<file path="config.mk">
export PLATFORM = sky130hd
export DESIGN_NAME = operand_stage
export DESIGN_NICKNAME = d
export VERILOG_FILES = /design/src/rtl/operand_stage_pkg.sv /design/src/rtl/operand_fwd_mux.sv /design/src/rtl/operand_stage.sv
export SDC_FILE = /design/constraint.sdc
export NUM_CORES = 1
export LEC_CHECK = 0
export CAP_MARGIN = 15
export CORE_AREA = 2 2 139 141
export CTS_BUF_LIST = sky130_fd_sc_hd__clkbuf_16
export DETAILED_ROUTE_END_ITERATION = 8
export DIE_AREA = 0 0 141 143
export PLACE_DENSITY = 0.81
export SYNTH_ARGS = -nofsm -noshare
export SYNTH_HDL_FRONTEND = slang
export SYNTH_SLANG_ARGS = --single-unit
</file>
<file path="constraint.sdc">
create_clock -name clk -period 6.4 [get_ports clk]
set_clock_uncertainty 0.15 [all_clocks]
set_input_delay 0.64 -clock clk [delete_from_list [all_inputs] [get_ports clk]]
set_output_delay 0.64 -clock clk [all_outputs]
set_load 0.01 [all_outputs]
</file>
<file path="src/rtl/operand_stage_pkg.sv">
// Shared definitions for the operand stage: the encodings of the ALU operand source types.
package operand_stage_pkg;

    typedef enum logic [1:0] {
        OP_TYPE_NONE = 2'd0,
        OP_TYPE_REG  = 2'd1,
        OP_TYPE_IMM  = 2'd2,
        OP_TYPE_PC   = 2'd3
    } op_type_e;

    localparam logic [31:0] STALL_CNT_MAX = 32'hFFFF_FFFF;

endpackage

</file>
<file path="src/rtl/operand_fwd_mux.sv">
// Combinational operand select for one source operand. It picks the forwarded register value,
// or the immediate, the PC or zero, according to the operand type.
module operand_fwd_mux
    import operand_stage_pkg::*;
#(
    parameter int XLEN  = 32,
    parameter int NFWD  = 2,
    parameter int RADDR = 5
) (
    input  op_type_e               op_type,
    input  logic [RADDR-1:0]       rs_addr,
    input  logic [XLEN-1:0]        regdata,
    input  logic [XLEN-1:0]        imm,
    input  logic [XLEN-1:0]        pc,
    input  logic [NFWD-1:0]        fwd_valid,
    input  logic [NFWD-1:0]        fwd_busy,
    input  logic [NFWD*RADDR-1:0]  fwd_addr,
    input  logic [NFWD*XLEN-1:0]   fwd_data,
    output logic [XLEN-1:0]        reg_value,
    output logic [XLEN-1:0]        operand
);

    // Walk from oldest to youngest so the lowest-index ready match is written last.
    always_comb begin
        reg_value = regdata;
        if (rs_addr != '0) begin
            for (int i = NFWD - 1; i >= 0; i--) begin
                if (fwd_valid[i] && !fwd_busy[i] && (fwd_addr[i*RADDR +: RADDR] == rs_addr)) begin
                    reg_value = fwd_data[i*XLEN +: XLEN];
                end
            end
        end
    end

    always_comb begin
        operand = '0;
        case (op_type)
            OP_TYPE_NONE: operand = '0;
            OP_TYPE_REG:  operand = reg_value;
            OP_TYPE_IMM:  operand = imm;
            OP_TYPE_PC:   operand = pc;
            default:      operand = '0;
        endcase
    end

endmodule

</file>
<file path="src/rtl/operand_stage.sv">
// Operand stage: selects and forwards the two ALU operands and the store data, stalls on
// pending producer results and registers the result behind a valid/ready output stage.
module operand_stage
    import operand_stage_pkg::*;
#(
    parameter int XLEN  = 32,
    parameter int NFWD  = 2,
    parameter int RADDR = 5
) (
    input  logic                   clk,
    input  logic                   rst,
    input  logic                   in_valid,
    output logic                   in_ready,
    input  logic [1:0]             aluop1_type,
    input  logic [1:0]             aluop2_type,
    input  logic [RADDR-1:0]       rs1_addr,
    input  logic [RADDR-1:0]       rs2_addr,
    input  logic [XLEN-1:0]        regdata1,
    input  logic [XLEN-1:0]        regdata2,
    input  logic [XLEN-1:0]        imm,
    input  logic [XLEN-1:0]        pc,
    input  logic [NFWD-1:0]        fwd_valid,
    input  logic [NFWD-1:0]        fwd_busy,
    input  logic [NFWD*RADDR-1:0]  fwd_addr,
    input  logic [NFWD*XLEN-1:0]   fwd_data,
    input  logic                   flush,
    output logic                   out_valid,
    input  logic                   out_ready,
    output logic [XLEN-1:0]        oprl,
    output logic [XLEN-1:0]        oprr,
    output logic [XLEN-1:0]        store_data,
    output logic [31:0]            stall_cnt
);

    logic [XLEN-1:0] rs1_value;
    logic [XLEN-1:0] rs2_value;
    logic [XLEN-1:0] op1;
    logic [XLEN-1:0] op2;
    logic            rs1_hazard;
    logic            rs2_hazard;
    logic            hazard;
    logic            capture;

    operand_fwd_mux #(.XLEN(XLEN), .NFWD(NFWD), .RADDR(RADDR)) u_mux1 (
        .op_type   (op_type_e'(aluop1_type)),
        .rs_addr   (rs1_addr),
        .regdata   (regdata1),
        .imm       (imm),
        .pc        (pc),
        .fwd_valid (fwd_valid),
        .fwd_busy  (fwd_busy),
        .fwd_addr  (fwd_addr),
        .fwd_data  (fwd_data),
        .reg_value (rs1_value),
        .operand   (op1)
    );

    operand_fwd_mux #(.XLEN(XLEN), .NFWD(NFWD), .RADDR(RADDR)) u_mux2 (
        .op_type   (op_type_e'(aluop2_type)),
        .rs_addr   (rs2_addr),
        .regdata   (regdata2),
        .imm       (imm),
        .pc        (pc),
        .fwd_valid (fwd_valid),
        .fwd_busy  (fwd_busy),
        .fwd_addr  (fwd_addr),
        .fwd_data  (fwd_data),
        .reg_value (rs2_value),
        .operand   (op2)
    );

    // The youngest valid writer of a register decides: if it is still busy, the value is not ready.
    function automatic logic busy_hit(input logic [RADDR-1:0] rs,
                                      input logic [NFWD-1:0] vld,
                                      input logic [NFWD-1:0] bsy,
                                      input logic [NFWD*RADDR-1:0] addr);
        logic found;
        logic hit;
        found = 1'b0;
        hit   = 1'b0;
        if (rs != '0) begin
            for (int i = 0; i < NFWD; i++) begin
                if (!found && vld[i] && (addr[i*RADDR +: RADDR] == rs)) begin
                    found = 1'b1;
                    hit   = bsy[i];
                end
            end
        end
        return hit;
    endfunction

    assign rs1_hazard = busy_hit(rs1_addr, fwd_valid, fwd_busy, fwd_addr);
    assign rs2_hazard = busy_hit(rs2_addr, fwd_valid, fwd_busy, fwd_addr);

    // rs2 always feeds store_data, so its readiness matters even for a non-register operand 2.
    assign hazard = ((op_type_e'(aluop1_type) == OP_TYPE_REG) && rs1_hazard) || rs2_hazard;

    // Handshake: a transfer happens on a rising edge where valid and ready are both high; valid
    // never waits for ready, ready never looks at valid, and held data stays stable while valid && !ready.
    assign in_ready = !hazard && (!out_valid || out_ready);
    assign capture  = in_valid && in_ready && !flush;

    always_ff @(posedge clk or posedge rst) begin
        if (rst) begin
            out_valid  <= 1'b0;
            oprl       <= '0;
            oprr       <= '0;
            store_data <= '0;
        end else if (flush) begin
            out_valid <= 1'b0;
        end else if (capture) begin
            out_valid  <= 1'b1;
            oprl       <= op1;
            oprr       <= op2;
            store_data <= rs2_value;
        end else if (out_valid && out_ready) begin
            out_valid <= 1'b0;
        end
    end

    always_ff @(posedge clk or posedge rst) begin
        if (rst) begin
            stall_cnt <= '0;
        end else if (in_valid && hazard && !flush && (stall_cnt != STALL_CNT_MAX)) begin
            stall_cnt <= stall_cnt + 32'd1;
        end
    end

endmodule

</file>
# Word-level counts from Yosys, hierarchy flattened
# Cells that the tools add are included.
[word_totals] ff_bits=129 in_bits=225 out_inout_bits=130
[classes] n_mux=21 bitwise_logic=1 n_eq_ne=11 n_reduce_logical=35 add_sub_neg=1
[ops] cell="$pmux 32 s4" count=2
[ops] cell="$mux 32" count=6
[ops] cell="$add 32x1->32 const B" count=1
[ops] cell="$ne 32x32->1 const B" count=1
[ops] cell="$eq 5x5->1" count=4
[ops] cell="$logic_and 1x1->1" count=20
[ops] cell="$mux 1" count=13
[ops] cell="$reduce_bool 5->1" count=2
[ops] cell="$eq 2x2->1 const B" count=4
[ops] cell="$logic_not 1->1" count=7
[ops] cell="$eq 2x1->1 const B" count=2
[ops] cell="$logic_not 2->1" count=2
[ops] cell="$reduce_bool 3->1" count=1
[ops] cell="$logic_or 1x1->1" count=2
[ops] cell="$reduce_and 2->1" count=1
[ops] cell="$not 1->1" count=1

# Longest topological paths before layout
# Gate-level depths: netlist (run 1).
[logic_depth] depth_word=17 depth_mapped=11 depth_no_buf=7

# Modules after synthesis
# From an unflattened synthesis (run 1), not the netlist that was laid out.
[unflattened] cells_unflattened=1007 hier_area_um2=9661.8
[by_module_without_submodules] mod="operand_stage" instances=1 cells_per_inst=389 seq_area_each_um2=3228.1 area_per_inst_um2=5550.3
[by_module_without_submodules] mod="operand_fwd_mux" instances=2 cells_per_inst=309 seq_area_each_um2=0.0 area_per_inst_um2=2055.7

# Least setup slack after synthesis (run 1)
# Ideal clock, no wire load.
[synth_timing] path_type="in2out" from="input rs2_addr[1]" to="output in_ready" required_ns=5.610 stages=7 arrival_time_ns=2.438 n_path_buf=1 path_slack_ns=3.172 path_cell_list="or4_1 or2_1 nand3_1 o22a_1 o211a_2 clkbuf_1 nor2b_1"
[synth_between] elab_chain_cells=12
[synth_lines] element="start: declaration" line_no="operand_stage.sv:17" rtl="input logic [RADDR-1:0] rs2_addr,"
[synth_lines] element="$eq 5x5->1" line_no="operand_stage.sv:83" rtl="if (!found && vld[i] && (addr[i*RADDR +: RADDR] == rs)) begin"
[synth_lines] element="$logic_and 1x1->1" line_no="operand_stage.sv:83"
[synth_lines] element="$mux 1" line_no="operand_stage.sv:83"
[synth_lines] element="$mux 1" line_no="operand_stage.sv:81" rtl="if (rs != '0) begin"
[synth_lines] element="$logic_not 1->1" line_no="operand_stage.sv:83"
[synth_lines] element="$logic_and 1x1->1 (2 in series)" line_no="operand_stage.sv:83"
[synth_lines] element="$mux 1" line_no="operand_stage.sv:83"
[synth_lines] element="$mux 1 (*)" line_no="operand_stage.sv:81"
[synth_lines] element="$logic_or 1x1->1 (*)" line_no="operand_stage.sv:96" rtl="assign hazard = ((op_type_e'(aluop1_type) == OP_TYPE_REG) && rs1_hazard) || rs2_hazard;"
[synth_lines] element="$logic_not 1->1 (*)" line_no="operand_stage.sv:100" rtl="assign in_ready = !hazard && (!out_valid || out_ready);"
[synth_lines] element="$logic_and 1x1->1 (*)" line_no="operand_stage.sv:100"
[synth_lines] element="end: declaration" line_no="operand_stage.sv:13" rtl="output logic in_ready,"
# Every way passes the cells marked *; elsewhere a longest branch is shown, timed or not. The select of a mux whose other input is x is not followed.

# Worst setup path after layout (run 1)
# Same ends and word-level chain as after synthesis.

==> metrics.txt, run 1 <==
# TYPE chip_impl_metric gauge
chip_impl_info{name="startpoint_kind_of_the_worst_setup_timing_path",value="primary input"} 1
chip_impl_metric{name="grt_pass1_vias",unit=""} 8825
chip_impl_info{name="crit_path_frequent_cell",value="sky130_fd_sc_hd__clkdlybuf4s50_1"} 1
chip_impl_info{name="cp-end-kind",value="primary output"} 1
chip_impl_metric{name="number_of_synthesized_register_bits",unit=""} 129
chip_impl_metric{name="post_synth_mux_area_share",unit="%"} 4.47
chip_impl_metric{name="design.core.area",unit="mm^2"} 0.0186
chip_impl_metric{name="globalRoute.totalOverflow",unit=""} 0
chip_impl_metric{name="synth_xor_xnor_area_share",unit="%"} 5.64
chip_impl_metric{name="power_per_cell_area",unit="mW/mm^2"} 232
chip_impl_metric{name="synth_cell_types",unit=""} 53
chip_impl_info{name="critical_path_class",value="in2out"} 1
chip_impl_metric{name="drt-vias-per-instance",unit=""} 6.06
chip_impl_info{name="unrepaired_setup_endpoints_after_global_routing",value="false"} 1
chip_impl_metric{name="timing.setup.tns",unit="ps"} 0
chip_impl_metric{name="cts.hold.buffers_added",unit=""} 0
chip_impl_metric{name="syn_nets",unit=""} 1166
chip_impl_metric{name="clkLatencyLatePin",unit="ps"} 420
chip_impl_metric{name="gr-usage-all-layers",unit="%"} 32.3
chip_impl_metric{name="place.detailed.hpwl",unit="um"} 23200
chip_impl_metric{name="clock-sinks",unit=""} 129
chip_impl_metric{name="setup_viol",unit=""} 0
chip_impl_metric{name="timing.max_slew.rel_slack",unit="%"} 26.0
chip_impl_metric{name="yosys.area.top_type_share",unit="%"} 40.8
chip_impl_metric{name="fp.dieArea",unit="mm^2"} 0.0202
chip_impl_metric{name="detail_route.wirelength",unit="um"} 33200
chip_impl_info{name="hold_path.class",value="reg2reg"} 1
chip_impl_metric{name="design_power_total",unit="mW"} 2.83
chip_impl_metric{name="routed-via-count",unit=""} 9042
chip_impl_metric{name="power_leakage",unit="nW"} 4.98
chip_impl_metric{name="die_height",unit="um"} 143
chip_impl_metric{name="total_switching_power",unit="uW"} 803
chip_impl_metric{name="max_stage_delay",unit="ps"} 640
chip_impl_metric{name="power.clock.fraction",unit="%"} 37.3
chip_impl_metric{name="cap_violations",unit=""} 0
chip_impl_metric{name="fillers",unit=""} 1552
chip_impl_info{name="path_cells",value="clkdlybuf4s50_1, or4_1, or2_1, nand3_1, o22a_1, o211a_2, nor2b_1, clkdlybuf4s50_1"} 1
chip_impl_metric{name="pre_cts_ws",unit="ps"} 1770
chip_impl_metric{name="p_sw_share",unit="%"} 28.4
chip_impl_metric{name="path_clk_slew",unit="ps"} 60
chip_impl_metric{name="globalplace.congestion",unit=""} 0.958
chip_impl_metric{name="die_x",unit="um"} 141
chip_impl_metric{name="ir_drop",unit="mV"} 0.190
chip_impl_metric{name="timing_hold_violations_final",unit=""} 0
chip_impl_metric{name="area.growth.synth_to_final",unit="%"} 53.8
chip_impl_metric{name="grt_antenna_before_repair",unit=""} 4
chip_impl_metric{name="post_cts.repair.setup_buffers",unit=""} 0
chip_impl_metric{name="async_flop_share",unit="%"} 100
chip_impl_info{name="run_status",value="finished, final reports clean"} 1
chip_impl_metric{name="synth_compound_gate_area_share",unit="%"} 25.3
chip_impl_metric{name="grt_start_max_net_pins",unit=""} 67
chip_impl_metric{name="post_cts.resized_instances",unit=""} 0
chip_impl_metric{name="initial_core_utilization",unit="%"} 42.6
chip_impl_metric{name="power.share.combinational",unit="%"} 27.3
chip_impl_metric{name="clock.fmax",unit="GHz"} 0.215
chip_impl_metric{name="synth.yosys.seq_area_share",unit="%"} 40.8
chip_impl_metric{name="setup_ws",unit="ps"} 1760
chip_impl_metric{name="critical_path.max_fanout",unit=""} 33
chip_impl_metric{name="syn_area",unit="mm^2"} 0.00792
chip_impl_metric{name="ctsHtreeMaxLevel",unit=""} 4
chip_impl_metric{name="arrival",unit="ps"} 3850
chip_impl_metric{name="number_of_buffers_on_the_longest_clock_path",unit=""} 2
chip_impl_metric{name="drtIter0Drc",unit=""} 720
chip_impl_info{name="cts_root_buffer",value="sky130_fd_sc_hd__clkbuf_16"} 1
chip_impl_metric{name="finalCritPeriodShare",unit="%"} 72.6
chip_impl_info{name="synth_top_flop_cell",value="sky130_fd_sc_hd__dfrtp_1"} 1
chip_impl_metric{name="synth_edf_count",unit=""} 0
chip_impl_metric{name="synth_area_per_inst",unit="um^2"} 8.42
chip_impl_metric{name="final_max_slew_viol_count",unit=""} 0
chip_impl_metric{name="num_rows",unit=""} 50
chip_impl_metric{name="worst_ep_required_time",unit="ps"} 5610
chip_impl_info{name="critical_path.slowest_cell",value="sky130_fd_sc_hd__o211a_2"} 1
chip_impl_info{name="cts_tree",value="yes"} 1
chip_impl_metric{name="grt_first_pass_wirelength",unit="um"} 49900
chip_impl_metric{name="synthAdderAreaFrac",unit="%"} 0.158
chip_impl_metric{name="worst_slew_pin_slew",unit="ps"} 1110
chip_impl_metric{name="post-route-min-period",unit="ps"} 4640
chip_impl_metric{name="synthesis.yosys.warnings",unit=""} 0
chip_impl_metric{name="post_synth_inst_count",unit=""} 940
chip_impl_metric{name="cts_inserted_buffers",unit=""} 17
chip_impl_metric{name="p_int",unit="mW"} 2.03
chip_impl_metric{name="synth_simple_gate_area_share",unit="%"} 19.4
chip_impl_metric{name="io_buffer_count",unit=""} 354
chip_impl_metric{name="drive_gt1_share",unit="%"} 4.63
chip_impl_metric{name="fin_nets",unit=""} 1467
chip_impl_metric{name="number_of_design_rule_violations_left_after_detail_routing",unit=""} 0
chip_impl_info{name="synth_top_family_by_area",value="compound AO/OA/AOI/OAI gates"} 1
chip_impl_info{name="synthTopCellsByArea",value="sky130_fd_sc_hd__dfrtp_1 41%, sky130_fd_sc_hd__nand2_1 8.5%, sky130_fd_sc_hd__a31oi_1 4.7%"} 1
chip_impl_metric{name="io-pin-count",unit=""} 355
chip_impl_metric{name="detailedRoute.firstPassIterationCount",unit=""} 5
chip_impl_metric{name="routed_wire_length_per_instance",unit="um"} 22.3
chip_impl_info{name="netlist.top_cell.by_area",value="sky130_fd_sc_hd__dfrtp_1"} 1
chip_impl_metric{name="seq_power_share",unit="%"} 35.4
chip_impl_metric{name="drt.antenna.violating_nets",unit=""} 0
## cells in the final DEF (no fill, tap or decap), types with 13 or more instances in the layout
cell / Yosys / routed
sky130_fd_sc_hd__a31oi_1: 60 / 60
sky130_fd_sc_hd__nor4_1: 13 / 13
sky130_fd_sc_hd__clkdlybuf4s50_1: 0 / 350
sky130_fd_sc_hd__mux2i_1: 32 / 32
sky130_fd_sc_hd__o21ai_0: 63 / 63
sky130_fd_sc_hd__xor2_1: 42 / 42
sky130_fd_sc_hd__nand2_1: 179 / 179
sky130_fd_sc_hd__clkbuf_16: 0 / 17
sky130_fd_sc_hd__o221ai_1: 30 / 30
sky130_fd_sc_hd__a22oi_1: 30 / 30
sky130_fd_sc_hd__a221oi_1: 30 / 30
sky130_fd_sc_hd__dfrtp_1: 129 / 129
sky130_fd_sc_hd__nor2_1: 77 / 77
sky130_fd_sc_hd__nand3_1: 14 / 14
sky130_fd_sc_hd__o31ai_1: 30 / 30
sky130_fd_sc_hd__a21oi_1: 34 / 34
## flip-flops by register name, indices dropped and copies added, names as in the netlist
register	flops
oprl	32
oprr	32
stall_cnt	32
store_data	32
out_valid	1
## cells by family (layout without fill, tap and decap cells)
logic type,count (synthesis),count (layout)
other,0,3
muxes,35,35
AOI/OAI and AO/OA,296,296
xor gates and xnor gates,51,51
adders and majority gates,1,1
and+or+nand+nor,343,343
DFF,129,129
buffers and inverters,85,399
## power groups by stage
stage	sequential, mW	clock (mW)	combinational (mW)
after CTS	0.998	1.06	0.774
after floorplan	1.05	0	0.243
final	1.00	1.06	0.774
after detailed placement	1.01	0	0.770
after global routing	1.01	1.10	0.831
after global placement	1.01	0	0.761
## per-stage QoR
stage	hold slack, ps	area (um^2)	std cells	utilization (%)
floorplan	361	7920	940	-
global placement	310	11500	1456	62.1
detailed placement	320	11500	1456	62.1
CTS	332	12200	1488	65.5
global route	350	12200	1489	65.5
finish	332	12200	1491	65.5
## final cells by class
class                           instances  area [um^2]  area share (%)
Sequential cell                       129         3230            26.5
Inverter                                4         20.0           0.164
Clock buffer                           17          425            3.49
Timing Repair Buffer                  363         3590            29.5
Multi-Input combinational cell        726         4410            36.2
Clock inverter                         15          199            1.63
Antenna cell                            3         7.51          0.0617
Tap cell                              234          293            2.41
## routing by layer
layer	global-route usage, %	wire length, um
met5	0	16
met4	13.3	1300
met3	9.62	3570
met2	53.6	15900
met1	39.6	12400
## synthesized netlist by cell type (all sizes together) (4+ instances only)
master	instances
a21oi	34
a221oi	30
a22oi	30
a31oi	60
and3	7
and4	4
buf	19
clkbuf	62
dfrtp	129
inv	4
mux2i	32
nand2	179
nand3	14
nand3b	6
nand4	6
nor2	77
nor2b	8
nor3	11
nor4	13
o21ai	63
o221ai	30
o31ai	30
or4	4
xnor2	9
xor2	42
## worst max-delay path: cells and delay by family
family | cells | cell delay, ps
AOI/OAI and AO/OA | 2 | 900
buffers and inverters | 2 | 1020
and+or+nand+nor | 4 | 1290
## worst paths after layout
kind	startpoint	to	slack, ps	cells past startpoint
min in group asynchronous	rst	store_data[29]	530	2
worst max-delay path	rs2_addr[1]	in_ready	1760	8
worst max register to register	stall_cnt[2]	stall_cnt[31]	3510	6
max in group asynchronous	rst	oprr[1]	4300	3
worst min register to register	oprr[10]	oprr[10]	330	2
worst min-delay path	oprr[10]	oprr[10]	330	2
Note: power is estimated with default switching activity, not from simulation.
==> run 2: changes to the inputs <==
--- a/config.mk
+++ b/config.mk
@@ -6,11 +6,11 @@
 export NUM_CORES = 1
 export LEC_CHECK = 0
 export CAP_MARGIN = 15
-export CORE_AREA = 2 2 139 141
+export CORE_AREA = 2 2 146 148
 export CTS_BUF_LIST = sky130_fd_sc_hd__clkbuf_16
 export DETAILED_ROUTE_END_ITERATION = 8
-export DIE_AREA = 0 0 141 143
-export PLACE_DENSITY = 0.81
+export DIE_AREA = 0 0 148 150
+export PLACE_DENSITY = 0.78
 export SYNTH_ARGS = -nofsm -noshare
 export SYNTH_HDL_FRONTEND = slang
 export SYNTH_SLANG_ARGS = --single-unit
==> constraint.sdc (replaced) <==
create_clock -name clk -period 4.05 [get_ports clk]
set_clock_uncertainty 0.15 [all_clocks]
set_input_delay 0.405 -clock clk [delete_from_list [all_inputs] [get_ports clk]]
set_output_delay 0.405 -clock clk [all_outputs]
set_load 0.01 [all_outputs]
==> run 2 against run 1 <==
Net effect:
- clock power increased by 56%
- global-route usage decreased by 3.5 points
- sequential cell count unchanged
- utilization decreased by 5.9 points
- worst hold slack got worse by 7.9 ps
- cell count increased by 3.4%
- non-clock buffer count increased by 10
- worst setup slack got worse by 1400 ps
- largest power group unchanged
- cell area increased by 1.3%
- die area increased by 10%
- critical endpoint unchanged
==> metrics.txt, run 2 (synthesized netlist as in run 1, its figures left out) <==
# TYPE chip_impl_metric gauge
chip_impl_info{name="unrepaired_setup_endpoints_after_global_routing",value="false"} 1
chip_impl_metric{name="p_int",unit="mW"} 3.16
chip_impl_metric{name="total_switching_power",unit="mW"} 1.31
chip_impl_metric{name="routed_wire_length_per_instance",unit="um"} 21.5
chip_impl_info{name="critical_path.slowest_cell",value="sky130_fd_sc_hd__or4_1"} 1
chip_impl_info{name="critical_path_class",value="in2out"} 1
chip_impl_metric{name="design_power_total",unit="mW"} 4.47
chip_impl_metric{name="fin_nets",unit=""} 1477
chip_impl_metric{name="globalRoute.totalOverflow",unit=""} 0
chip_impl_info{name="layout_commonest_cell",value="sky130_fd_sc_hd__clkdlybuf4s50_1"} 1
chip_impl_metric{name="final_max_slew_viol_count",unit=""} 0
chip_impl_metric{name="drt-vias-per-instance",unit=""} 5.87
chip_impl_metric{name="area.growth.synth_to_final",unit="%"} 55.7
chip_impl_metric{name="number_of_buffers_on_the_longest_clock_path",unit=""} 2
chip_impl_metric{name="drive_gt1_share",unit="%"} 5.54
chip_impl_metric{name="gr-usage-all-layers",unit="%"} 28.9
chip_impl_metric{name="worst_ep_required_time",unit="ps"} 3490
chip_impl_metric{name="post_cts.repair.setup_buffers",unit=""} 0
chip_impl_metric{name="power_leakage",unit="nW"} 5.03
chip_impl_metric{name="drt.antenna.violating_nets",unit=""} 0
chip_impl_metric{name="pre_cts_ws",unit="ps"} 394
chip_impl_metric{name="path_buf_inv",unit=""} 2
chip_impl_metric{name="clkLatencyLatePin",unit="ps"} 410
chip_impl_metric{name="grt_first_pass_wirelength",unit="um"} 49700
chip_impl_metric{name="io_buffer_count",unit=""} 354
chip_impl_metric{name="design.core.area",unit="mm^2"} 0.0207
chip_impl_info{name="run_status",value="finished, final reports clean"} 1
chip_impl_metric{name="number_of_design_rule_violations_left_after_detail_routing",unit=""} 0
chip_impl_metric{name="grt_antenna_before_repair",unit=""} 2
chip_impl_info{name="cpLargestDelayFamily",value="simple AND/OR/NAND/NOR gates"} 1
chip_impl_metric{name="clock.fmax",unit="GHz"} 0.274
chip_impl_metric{name="worstHoldPathCells",unit=""} 2
chip_impl_metric{name="worst_slew_pin_slew",unit="ps"} 1020
chip_impl_metric{name="critical_path.max_fanout",unit=""} 4
chip_impl_info{name="hold_path.class",value="reg2reg"} 1
chip_impl_metric{name="detailedRoute.firstPassIterationCount",unit=""} 6
chip_impl_info{name="cts_tree",value="yes"} 1
chip_impl_metric{name="drtIter0Drc",unit=""} 606
chip_impl_metric{name="grt_pass1_vias",unit=""} 8726
chip_impl_metric{name="p_sw_share",unit="%"} 29.3
chip_impl_metric{name="path_depth",unit=""} 8
chip_impl_info{name="crit_path_frequent_cell",value="sky130_fd_sc_hd__clkdlybuf4s50_1"} 1
chip_impl_info{name="final_cell_mix",value="350 x sky130_fd_sc_hd__clkdlybuf4s50_1, 179 x sky130_fd_sc_hd__nand2_1, 129 x sky130_fd_sc_hd__dfrtp_1"} 1
chip_impl_info{name="cts_root_buffer",value="sky130_fd_sc_hd__clkbuf_16"} 1
chip_impl_metric{name="cts.hold.buffers_added",unit=""} 0
chip_impl_metric{name="num_rows",unit=""} 53
chip_impl_metric{name="ctsHtreeMaxLevel",unit=""} 4
chip_impl_metric{name="finish.utilization",unit="%"} 59.6
chip_impl_metric{name="initial_core_utilization",unit="%"} 38.3
chip_impl_metric{name="setup_viol",unit=""} 0
chip_impl_metric{name="grt_start_max_net_pins",unit=""} 79
chip_impl_metric{name="arrival",unit="ps"} 3100
chip_impl_metric{name="fp.dieArea",unit="mm^2"} 0.0222
chip_impl_metric{name="detail_route.wirelength",unit="um"} 33100
chip_impl_metric{name="timing_hold_violations_final",unit=""} 0
chip_impl_metric{name="power.share.combinational",unit="%"} 27.7
chip_impl_metric{name="io-pin-count",unit=""} 355
chip_impl_metric{name="max_stage_delay",unit="ps"} 610
chip_impl_metric{name="cap_violations",unit=""} 0
chip_impl_info{name="cp-end-kind",value="primary output"} 1
chip_impl_metric{name="min_hold_slack",unit="ps"} 324
chip_impl_metric{name="clock-sinks",unit=""} 129
chip_impl_metric{name="timing.setup.tns",unit="ps"} 0
chip_impl_metric{name="post_cts.resized_instances",unit=""} 0
chip_impl_metric{name="post-route-min-period",unit="ps"} 3650
chip_impl_metric{name="reg2regPathDepth",unit=""} 6
chip_impl_metric{name="routed-via-count",unit=""} 9039
chip_impl_metric{name="power.clock.fraction",unit="%"} 37.0
chip_impl_metric{name="seq_power_share",unit="%"} 35.4
chip_impl_metric{name="power_per_cell_area",unit="mW/mm^2"} 363
chip_impl_metric{name="setup_ws",unit="ps"} 397
chip_impl_info{name="startpoint_kind_of_the_worst_setup_timing_path",value="primary input"} 1
chip_impl_metric{name="die_height",unit="um"} 150
chip_impl_metric{name="die_x",unit="um"} 148
chip_impl_metric{name="finalCritPeriodShare",unit="%"} 90.2
chip_impl_metric{name="ir_drop",unit="mV"} 0.244
chip_impl_metric{name="globalplace.congestion",unit=""} 0.922
chip_impl_metric{name="timing.max_slew.rel_slack",unit="%"} 32.0
chip_impl_metric{name="place.detailed.hpwl",unit="um"} 23900
chip_impl_info{name="path_cells",value="clkdlybuf4s50_1, or4_1, or2_1, nand3_1, o22a_1, o211a_2, nor2b_1, clkdlybuf4s50_1"} 1
chip_impl_metric{name="cts_inserted_buffers",unit=""} 17
chip_impl_metric{name="path_clk_slew",unit="ps"} 60
==> run 2: stage by stage <==
step           instance area [um^2]  cells
3_5_place_dp                  11700   1507
4_1_cts                       12300   1539
6_report                      12300   1541
2_1_floorplan                  7920    940
5_1_grt                       12300   1541
3_3_place_gp                  11700   1507
==> run 2: area by class of cell <==
type	instances	area, um^2
well taps	275	344
diodes	2	5.00
inverters	4	20.0
fillers	1817	8360
clock inverters	15	191
repair buffers	373	3710
clock buffers	17	425
flip-flops and latches	129	3230
multi-input cells	726	4410
==> run 2: power by group through the flow <==
stage               registers, mW  logic [mW]  clock network, mW
floorplan                    1.66       0.384                  0
global placement             1.59        1.21                  0
detailed placement           1.60        1.23                  0
CTS                          1.58        1.24               1.67
global route                 1.60        1.32               1.73
finish                       1.58        1.24               1.65
==> run 2: final timing paths <==
check                              from       endpoint  slack, ps
setup / recovery            rs2_addr[1]       in_ready        400
hold / removal                 oprl[26]       oprl[26]        320
setup reg to reg           stall_cnt[2]  stall_cnt[27]       1210
hold reg to reg                oprl[26]       oprl[26]        320
max in group asynchronous           rst  store_data[8]       2600
min in group asynchronous           rst       oprl[26]        350
==> run 2: per-layer routing <==
layer  wire, um  GRT usage (%)
met1      12800           36.0
met2      16100           47.9
met3       3190           6.77
met4       1120           12.8
met5          0              0
==> run 2: worst register-to-register path: stages (launching register included) <==
cell                      delay (ps)
sky130_fd_sc_hd__dfrtp_1         460
sky130_fd_sc_hd__and4_4          270
sky130_fd_sc_hd__nand2_1          70
sky130_fd_sc_hd__or4_1           580
sky130_fd_sc_hd__or4_1           740
sky130_fd_sc_hd__nor3_1          320
sky130_fd_sc_hd__xor2_1          170
